==> src/rtl/uart_rx.sv <==
// 8N1 UART receiver: 2-flop line sync, 16x oversampling, byte holding register with valid/ack.
// Optional even-parity bit and parity_err output when UART_RX_PARITY_EN is defined.
module uart_rx #(
   parameter int unsigned BAUD_DIV = 27
) (
   input  logic       clk_i,
   input  logic       rst_ni,
   input  logic       rx_i,
   input  logic       rx_ack_i,
   output logic [7:0] dout_o,
   output logic       rx_valid_o,
   output logic       rx_done_o,
   output logic       frame_err_o,
`ifdef UART_RX_PARITY_EN
   output logic       parity_err_o,
`endif
   output logic       overrun_o
);

   typedef enum logic [2:0] {
      S_IDLE,
      S_START,
      S_DATA,
      S_PARITY,
      S_STOP
   } state_e;

   localparam logic [11:0] TICK_MAX = 12'(BAUD_DIV - 1);

   state_e      state_q;
   logic        rx_meta_q, rx_s_q;
   logic [11:0] tick_cnt_q, tick_cnt_d;
   logic        tick;
   logic [3:0]  os_cnt_q;
   logic [2:0]  bit_cnt_q;
   logic [7:0]  shift_q;
   logic [7:0]  dout_q;
   logic        rx_valid_q, rx_done_q, frame_err_q, overrun_q;
`ifdef UART_RX_PARITY_EN
   logic        parity_q, parity_err_q;
`endif

   // Both flops reset high so reset release never looks like a start bit.
   always_ff @(posedge clk_i or negedge rst_ni) begin
      if (!rst_ni) begin
         rx_meta_q <= 1'b1;
         rx_s_q    <= 1'b1;
      end else begin
         rx_meta_q <= rx_i;
         rx_s_q    <= rx_meta_q;
      end
   end

   always_comb begin
      tick       = (state_q != S_IDLE) && (tick_cnt_q == TICK_MAX);
      tick_cnt_d = (state_q == S_IDLE || tick) ? 12'd0 : tick_cnt_q + 12'd1;
   end

   always_ff @(posedge clk_i or negedge rst_ni) begin
      if (!rst_ni) tick_cnt_q <= 12'd0;
      else         tick_cnt_q <= tick_cnt_d;
   end

   always_ff @(posedge clk_i or negedge rst_ni) begin
      if (!rst_ni) begin
         state_q      <= S_IDLE;
         os_cnt_q     <= 4'd0;
         bit_cnt_q    <= 3'd0;
         shift_q      <= 8'd0;
         dout_q       <= 8'd0;
         rx_valid_q   <= 1'b0;
         rx_done_q    <= 1'b0;
         frame_err_q  <= 1'b0;
         overrun_q    <= 1'b0;
`ifdef UART_RX_PARITY_EN
         parity_q     <= 1'b0;
         parity_err_q <= 1'b0;
`endif
      end else begin
         rx_done_q   <= 1'b0;
         frame_err_q <= 1'b0;
`ifdef UART_RX_PARITY_EN
         parity_err_q <= 1'b0;
`endif
         if (rx_ack_i) begin
            rx_valid_q <= 1'b0;
            overrun_q  <= 1'b0;
         end
         if (tick) os_cnt_q <= os_cnt_q + 4'd1;

         case (state_q)
            S_IDLE: begin
               os_cnt_q <= 4'd0;
               if (!rx_s_q) state_q <= S_START;
            end
            S_START: begin
               if (tick && os_cnt_q == 4'd7) begin
                  os_cnt_q  <= 4'd0;
                  bit_cnt_q <= 3'd0;
                  state_q   <= rx_s_q ? S_IDLE : S_DATA;
               end
            end
            // os_cnt wraps 15 -> 0 on the sampling tick, so each bit is sampled mid-period.
            S_DATA: begin
               if (tick && os_cnt_q == 4'd15) begin
                  shift_q   <= {rx_s_q, shift_q[7:1]};
                  bit_cnt_q <= bit_cnt_q + 3'd1;
`ifdef UART_RX_PARITY_EN
                  if (bit_cnt_q == 3'd7) state_q <= S_PARITY;
`else
                  if (bit_cnt_q == 3'd7) state_q <= S_STOP;
`endif
               end
            end
`ifdef UART_RX_PARITY_EN
            S_PARITY: begin
               if (tick && os_cnt_q == 4'd15) begin
                  parity_q <= rx_s_q;
                  state_q  <= S_STOP;
               end
            end
`endif
            S_STOP: begin
               if (tick && os_cnt_q == 4'd15) begin
                  state_q <= S_IDLE;
                  if (rx_s_q) begin
                     dout_q     <= shift_q;
                     rx_done_q  <= 1'b1;
                     rx_valid_q <= 1'b1;
                     if (rx_valid_q && !rx_ack_i) overrun_q <= 1'b1;
                  end else begin
                     frame_err_q <= 1'b1;
                  end
`ifdef UART_RX_PARITY_EN
                  parity_err_q <= parity_q ^ (^shift_q);
`endif
               end
            end
            default: state_q <= S_IDLE;
         endcase
      end
   end

   assign dout_o      = dout_q;
   assign rx_valid_o  = rx_valid_q;
   assign rx_done_o   = rx_done_q;
   assign frame_err_o = frame_err_q;
   assign overrun_o   = overrun_q;
`ifdef UART_RX_PARITY_EN
   assign parity_err_o = parity_err_q;
`endif

endmodule

==> config.mk <==
export PLATFORM = sky130hd
export DESIGN_NAME = uart_rx
export DESIGN_NICKNAME = d
export VERILOG_FILES = /design/src/rtl/uart_rx.sv
export SDC_FILE = /design/constraint.sdc
export NUM_CORES = 1
export LEC_CHECK = 0
export BUFFER_PORTS_ARGS = -buffer_cell sky130_fd_sc_hd__buf_2
export CORE_ASPECT_RATIO = 0.6
export CORE_MARGIN = 5
export CORE_UTILIZATION = 52
export CTS_CLUSTER_DIAMETER = 80
export DETAILED_ROUTE_END_ITERATION = 12
export PLACE_DENSITY = 0.71
export SLEW_MARGIN = 20
export SYNTH_ARGS = -nofsm -noshare
export SYNTH_HDL_FRONTEND = slang
export SYNTH_SLANG_ARGS = --single-unit
==> constraint.sdc <==
create_clock -name clk_i -period 2.6 [get_ports clk_i]
set_input_delay 0.52 -clock clk_i [delete_from_list [all_inputs] [get_ports clk_i]]
set_output_delay 0.52 -clock clk_i [all_outputs]
set_load 0.01 [all_outputs]
# After elaboration in Yosys (flattened, before gate mapping)
# Index checks and enable logic that the tools add are counted.
[totals] reg_bits=44 word_cells=69
[classes] addsub=3 n_eq_ne=12 muxes=29 n_reduce_logical=13
[ops] cell="$mux W3" n=7
[ops] cell="$mux W1" n=15
[ops] cell="$add A12 B1 Y12 const B" n=1
[ops] cell="$eq A12 B5 Y1 const B" n=1
[ops] cell="$mux W12" n=1
[ops] cell="$pmux W3 S4" n=1
[ops] cell="$ne A2 B2 Y1 const B" n=5
[ops] cell="$mux W4" n=2
[ops] cell="$pmux W4 S2" n=1
[ops] cell="$eq A3 B3 Y1 const B" n=2
[ops] cell="$pmux W3 S2" n=1
[ops] cell="$reduce_and A3 Y1" n=2
[ops] cell="$reduce_and A5 Y1" n=1
[ops] cell="$add A4 B1 Y4 const B" n=1
[ops] cell="$eq A4 B3 Y1 const B" n=1
[ops] cell="$eq A4 B4 Y1 const B" n=1
[ops] cell="$logic_and A1 B1 Y1" n=4
[ops] cell="$add A3 B1 Y3 const B" n=1
[ops] cell="$eq A3 B1 Y1 const B" n=1
[ops] cell="$eq A3 B2 Y1 const B" n=1
[ops] cell="$logic_not A3 Y1" n=1
[ops] cell="$reduce_bool A3 Y1" n=1
[ops] cell="$mux W2" n=1
[ops] cell="$reduce_and A2 Y1" n=1
[ops] cell="3 further kinds" n=3

# Longest topological paths before layout
# Gate-level depths: netlist of run 1.
[logic_depth] word_depth=6 ltp_mapped=7 ltp_nobuf=6

# Least setup slack after synthesis of run 1
# OpenSTA, ideal clock, no wires.
[synth_timing] kind="register to register" start="register tick_cnt_q[0]" end="register shift_q[0]" arrival_ns=1.853 required_ns=2.475 setup_slack_ns=0.622 path_stages_with_launch=8 period_less_slack_ns=1.978 cell_sequence="dfrtp_1 > inv_1 > ha_1 > nor3b_2 > nand4_4 > or3b_1 > buf_6 > mux2_4"
[synth_between] elab_chain_cells=4
[synth_lines] item="start, declared" line_no="32" text="logic [11:0] tick_cnt_q, tick_cnt_d;"
[synth_lines] item="start signal, assigned" line_no="61" text="else tick_cnt_q <= tick_cnt_d;"
[synth_lines] item="$eq A12 B5 Y1" line_no="55" text="tick = (state_q != S_IDLE) && (tick_cnt_q == TICK_MAX);"
[synth_lines] item="$logic_and A1 B1 Y1" line_no="55"
[synth_lines] item="$logic_and A1 B1 Y1" line_no="105" text="if (tick && os_cnt_q == 4'd15) begin"
[synth_lines] item="$reduce_and A2 Y1 (no line)"
[synth_lines] item="end signal, assigned" line_no="106" text="shift_q <= {rx_s_q, shift_q[7:1]};"
[synth_lines] item="end, declared" line_no="36" text="logic [7:0] shift_q;"
# Every way passes these cells.
# A chain may end at the register's enable or synchronous reset.

# Final worst setup path of run 1
[layout_timing] start="register tick_cnt_q[0]" end="register shift_q[7]"
# Same word-level chain as after synthesis.

==> summary.md, run 1 <==
| Metric | Value |
|---|---|
| R2R depth | `6` |
| Maximum VDD drop | `0.319 mV` |
| Sequential share of power | `54.9%` |
| Setup crit start | `tick_cnt_q[0]$_DFF_PN0_` |
| Most frequent cells in the layout | `42 x dfrtp_1, 24 x nor2_1, 15 x buf_2` |
| R2R Setup Slk | `0.33 ns` |
| FF-to-FF Start | `tick_cnt_q[0]$_DFF_PN0_` |
| Crit-path cells | `inv_1 > ha_1 > nor3b_2 > nand4_4 > or3b_1 > mux2_4` |
| CTS clk-pin slew, worst paths | `0.08 ns` |
| Drt total wl | `3290 um` |
| Final setup vio count | `0` |
| GR Util All Layers | `13.9%` |
| Clock root buffer master | `clkbuf_8` |
| Clock share of power | `43.5%` |
| Post-Synthesis Cells | `166` |
| Post-route ant nets | `0` |
| Initial DRC count | `43` |
| Share of the clock period used by the worst path | `87.3%` |
| Total iterations of the first detailed-routing run | `4` |
| Int Pwr | `1010 uW` |
| CP required | `2.78 ns` |
| Power share of the combinational group | `1.5%` |
| Status | `complete, no violations` |
| RSZ-0062 raised after global routing | `no` |
| Worst hold slack | `0.104 ns` |
| DR WL/cell | `14.1 um` |
| RD Place Congestion | `0.814` |
| Crit. End Element | `register` |
| Inserted Clock Buffers | `5` |
| Power Dens Cells | `555 nW/um^2` |
| Die Ht | `58.0 um` |
| Hold/Removal Path Class | `input pin to asynchronous set/reset pin` |
| Vias | `1249` |
| Post-CTS Setup Inserts | `0` |
| Yosys cell types | `37` |
| Sw frac | `19.6%` |
| Core Util, Final | `61.2%` |
| Startpoint types | `register` |
| Stages on worst setup path | `6` |
| Net switching power | `246 uW` |
| Core area | `3680 sq um` |
| CP Buf/Inv Count | `1` |
| Num ports | `16` |
| CTS max path bufs | `2` |
| Worst setup path end | `shift_q[7]$_DFFE_PN0P_` |
| TritonCTS clock tree | `done` |
| DRC | `0` |
| Hold Buf Count CTS | `0` |
| FF-to-FF End | `shift_q[7]$_DFFE_PN0P_` |
| Synthesized area | `1990 sq um` |
| CP max stage delay | `0.66 ns` |
| CP arrival | `2.45 ns` |
| Worst Skew | `0.00864 ns` |
| Slew @ Worst Pin | `0.573 ns` |
| Final Cell Area | `2250 sq um` |
| Fmax | `0.441 GHz` |
| Clk sinks | `44` |
| Worst slew margin | `61.3%` |
| Die Width | `90.0 um` |
| Critical path peak fanout | `10` |
| Global route total overflow | `0` |
| Crit path kind | `register to register` |
| Ys Warns | `0` |
| Initial antenna violation count | `0` |
| Area after DPL | `2110 sq um` |
| Clk_lat worst skew | `0.30 ns` |
| Cell Rows | `17` |
| CP delay by family, top | `simple AND/OR/NAND/NOR gates` |
| Worst path slowest cell | `or3b_1` |
| EDFF count, synth | `0` |
| TNS Setup | `0 ns` |
| First-pass GRT wire length | `5820 um` |
| Final hold violations | `0` |
| Leakage | `0.00110 uW` |
| Post-CTS sizing | `0` |
| HPWL after DPL | `2340 um` |
| Period minus WS final | `2.27 ns` |
| Layout cell share with drive strength beyond 1 | `26.2%` |
| Post-Syn Area per Cell | `12.0 sq um` |
| Vias/cell | `5.34` |
| Die area | `5210 sq um` |
| Vias in the first global route | `1241` |
| Seq/Total Area, Yosys | `55.3%` |
| Htree depth | `2` |
| Antenna Cells | `0` |
| Max cap viols | `0` |
| Final net count | `195` |
| Async set-reset flop share out of synthesis | `100%` |
| Total power draw | `1250 uW` |
| Synthesis-to-finish area growth | `13.0%` |
| FF+latch count, synth | `44` |
| Most common cell after layout, fill and taps aside | `dfrtp_1` |
| I/O Buffers | `15` |
| # fillers | `294` |
| Maximum number of pins on one net before global-route repair | `45` |
| Initial Utilization | `54.2%` |
| Top_reg_cell synth | `dfrtp_1` |
| Syn nets | `175` |
| Max Slew Vio Count | `0` |
area by class of cell:
cell class	instances	area [sq um]	share of cell area [%]
inverters	7	26.3	1.17
clock inverters	2	38.8	1.72
multi-input cells	111	841	37.3
flip-flops and latches	44	1100	49.0
repair buffers	17	103	4.55
clock buffers	6	82.6	3.66
well taps	47	58.8	2.61
layer usage:
metal	wire, um	up-vias	global-route usage, %
met5	0	-	0
met4	37	0	4.46
met3	148	7	4.54
met2	1430	22	21.8
met1	1680	607	18.7
li1	-	613	-
power by group through the flow:
stage	sequential, uW	clock (uW)	combinational, uW
final	687	545	19.1
after global routing	688	593	22.7
after CTS	688	564	16.7
after detailed placement	701	0	16.6
after global placement	701	0	15.9
after floorplan	701	0	0.727
worst min path at each step:
stage               depth (start not counted)                  endpoint  slack (ns)           startpoint
floorplan                                   0  bit_cnt_q[0]$_DFFE_PN0P_        0.22               rst_ni
finish                                      1    state_q[2]$_DFFE_PN0P_        0.10               rst_ni
detailed placement                          0          rx_s_q$_DFF_PN1_        0.35  rx_meta_q$_DFF_PN1_
global route                                1  bit_cnt_q[2]$_DFFE_PN0P_        0.11               rst_ni
global placement                            0          rx_s_q$_DFF_PN1_        0.35  rx_meta_q$_DFF_PN1_
CTS                                         1       rx_meta_q$_DFF_PN1_        0.31                 rx_i
logic make-up after synthesis:
| kind of cell | count (synthesis) | synth area share (%) |
|---|---|---|
| compound gates | 11 | 3.64 |
| xor+xnor | 12 | 5.27 |
| simple gates | 63 | 17.6 |
| flops | 44 | 55.3 |
| fa+ha+maj | 5 | 3.14 |
| buf+inv | 11 | 2.51 |
| mux | 20 | 12.5 |
state kept, by name, indices dropped and copies added (netlist names):
register and count:
rx_done_o 1, overrun_o 1, rx_valid_o 1, bit_cnt_q 3
state_q 3, os_cnt_q 4, dout_o 8, frame_err_o 1
rx_meta_q 1, rx_s_q 1, shift_q 8, tick_cnt_q 12
synthesized netlist by cell type, drive strengths merged, types with 3 or more instances:
| cell type | number | area, sq um |
|---|---|---|
| nor3 | 3 | 15.0 |
| a21oi | 3 | 15.0 |
| nor2 | 24 | 90.1 |
| inv | 7 | 26.3 |
| mux2i | 4 | 40.0 |
| xnor2 | 8 | 70.1 |
| nand2 | 9 | 33.8 |
| ha | 5 | 62.6 |
| nand4 | 3 | 33.8 |
| xor2 | 4 | 35.0 |
| nand3 | 9 | 45.0 |
| mux2 | 16 | 210 |
| o21ai | 3 | 15.0 |
| dfrtp | 42 | 1050 |
per-stage QoR:
stage               setup slack (ns)  cells
finish                         0.330    234
global route                   0.196    234
CTS                            0.328    233
detailed placement             0.345    225
global placement               0.431    225
floorplan                      0.622    166
No activity file was read; power rests on OpenSTA's default activity.
==> inputs of run 2 (changes only) <==
CELL_PAD_IN_SITES_DETAIL_PLACEMENT = 0   (was default)
CELL_PAD_IN_SITES_GLOBAL_PLACEMENT = 1   (was default)
CORE_UTILIZATION = 47   (was 52)
PLACE_DENSITY = default   (was 0.71)
PLACE_DENSITY_LB_ADDON = 0.1   (was default)
==> run 2 against run 1 <==
  * Clock power decreased by 21%
  * Register-to-register slack about the same
  * Die area increased by 9.1%
  * Via count increased by 1.1%
  * Worst hold slack improved by 0.097 ns
  * Final cell count increased by 5.1%
  * Critical path type unchanged
==> summary.md, run 2 (synthesized netlist as in run 1, its figures left out) <==
| Metric | Value |
|---|---|
| Status | `complete, no violations` |
| Clk_lat worst skew | `0.30 ns (about the same)` |
| Inserted Clock Buffers | `5 (unchanged)` |
| Max Slew Vio Count | `0 (unchanged)` |
| Crit. End Element | `register` |
| CTS max path bufs | `2 (unchanged)` |
| Clock root buffer master | `clkbuf_8` |
| Hold/Removal Path Class | `input pin to asynchronous set/reset pin` |
| Post-route setup slack | `0.335 ns (+0.00513 ns)` |
| Fmax | `0.442 GHz (+0.23%)` |
| DR WL/cell | `13.6 um (-3.1%)` |
| First-pass GRT wire length | `5820 um (-0.12%)` |
| I/O Buffers | `15 (unchanged)` |
| RSZ-0062 raised after global routing | `no` |
| Initial Utilization | `48.7% (-5.5 points)` |
| Most frequent cells in the layout | `42 x dfrtp_1, 24 x nor2_1, 14 x buf_2` |
| Final setup vio count | `0 (unchanged)` |
| CP arrival | `2.45 ns (about the same)` |
| Slew @ Worst Pin | `0.603 ns (+0.0298 ns)` |
| TNS Setup | `0 ns (unchanged)` |
| Share of the clock period used by the worst path | `87.1% (-0.20 points)` |
| Num ports | `16 (unchanged)` |
| Vias in the first global route | `1206 (-2.8%)` |
| Hold Buf Count CTS | `0 (unchanged)` |
| Max cap viols | `0 (unchanged)` |
| Period minus WS final | `2.26 ns (-0.00513 ns)` |
| Power Dens Cells | `510 nW/um^2 (-8.1%)` |
| Post-CTS Setup Inserts | `0 (unchanged)` |
| Post-CTS sizing | `0 (unchanged)` |
| Global route total overflow | `0 (unchanged)` |
| Final net count | `194 (-0.51%)` |
| RD Place Congestion | `0.760 (-6.6%)` |
| DRC | `0 (unchanged)` |
| Core area | `4100 sq um (+11%)` |
| Setup WS pre-CTS | `0.341 ns (-0.00376 ns)` |
| GR Util All Layers | `13.7% (-0.20 points)` |
| Die Ht | `60.5 um (+4.3%)` |
| Final hold violations | `0 (unchanged)` |
| CTS clk-pin slew, worst paths | `0.09 ns (about the same)` |
| Most common cell after layout, fill and taps aside | `dfrtp_1` |
| Layout cell share with drive strength beyond 1 | `25.8% (-0.40 points)` |
| Largest reg by FF count | `tick_cnt_q` |
| CP required | `2.79 ns (about the same)` |
| Cell Rows | `18 (+1)` |
| Worst slew margin | `59.3% (-2.0 points)` |
| TritonCTS clock tree | `done` |
| Clk sinks | `44 (unchanged)` |
| Die Width | `94.1 um (+4.6%)` |
| Antenna Cells | `0 (unchanged)` |
| Max reg flops | `12 (unchanged)` |
| Leakage | `0.00107 uW (-2.7%)` |
| Worst Skew | `0.00803 ns (-0.000607 ns)` |
| Maximum VDD drop | `0.227 mV (-29%)` |
| Drt total wl | `3350 um (+1.8%)` |
| Synthesis-to-finish area growth | `11.5%` |
| Total iterations of the first detailed-routing run | `4 (unchanged)` |
| Initial DRC count | `63 (+47%)` |
| Vias | `1263 (+1.1%)` |
| R2R depth | `6 (unchanged)` |
| Core Util, Final | `54.2% (-7.0 points)` |
| Htree depth | `2 (unchanged)` |
| Crit path kind | `register to register` |
| Startpoint types | `register` |
| Vias/cell | `5.13 (-3.8%)` |
| Critical path peak fanout | `10 (unchanged)` |
| Post-route ant nets | `0 (unchanged)` |
| HPWL after DPL | `2360 um (+0.71%)` |
| Initial antenna violation count | `0 (unchanged)` |
| Die area | `5690 sq um (+9.1%)` |
| Maximum number of pins on one net before global-route repair | `45 (unchanged)` |
-- run 2: changes by cell type in the layout (fill, tap and decap cells not counted), sizes merged --
| cell | delta |
|---|---|
| buf | -1 |
| clkbuf | -1 |
| bufinv | -1 |
| clkinvlp | +2 |
-- run 2: per-layer routing --
metal,vias to the layer above,part of all wire [%],track usage [%]
li1,608,-,-
met1,627,51,19.2
met2,23,44,19.5
met3,5,3.9,4.09
met4,0,1.8,7.41
met5,-,0,0
-- run 2: worst paths after layout --
check | startpoint | slack, ns | to
min in group clk_i | rx_i | 0.31 | rx_meta_q$_DFF_PN1_
setup / recovery | tick_cnt_q[0]$_DFF_PN0_ | 0.34 | shift_q[4]$_DFFE_PN0P_
hold reg to reg | rx_meta_q$_DFF_PN1_ | 0.36 | rx_s_q$_DFF_PN1_
hold / removal | rst_ni | 0.20 | bit_cnt_q[1]$_DFFE_PN0P_
setup reg to reg | tick_cnt_q[0]$_DFF_PN0_ | 0.34 | shift_q[4]$_DFFE_PN0P_
max in group asynchronous | rst_ni | 2.01 | rx_s_q$_DFF_PN1_
-- run 2: critical path, stage by stage, from the launching register on --
cell     delay (ns)
dfrtp_1        0.42
inv_1          0.07
ha_1           0.13
nor3b_2        0.30
nand4_4        0.21
or3b_1         0.65
mux2_4         0.38
-- run 2: cell type report --
cell class | count | area, sq um
Clock buffer | 5 | 68.8
Fill cell | 355 | 1880
Tap cell | 60 | 75.1
Multi-Input combinational cell | 111 | 841
Timing Repair Buffer | 16 | 85.1
Clock inverter | 3 | 23.8
Sequential cell | 44 | 1100
Inverter | 7 | 26.3
-- run 2: per-stage QoR --
stage / hold slack, ns / total power, uW / instance area [sq um] / instances
6_report: 0.201 / 1130 / 2220 / 246
5_1_grt: 0.245 / 1190 / 2220 / 246
4_1_cts: 0.300 / 1150 / 2220 / 246
3_5_place_dp: 0.347 / 718 / 2130 / 238
3_3_place_gp: 0.345 / 717 / 2130 / 238
2_1_floorplan: 0.224 / 702 / 1990 / 166
-- run 2: where the power goes --
group,switching (uW),leakage [uW],internal (uW),total (uW)
clock,241,0.0000404,190,431
sequential,1.06,0.000583,686,688
combinational,13.8,0.000443,2.33,16.1
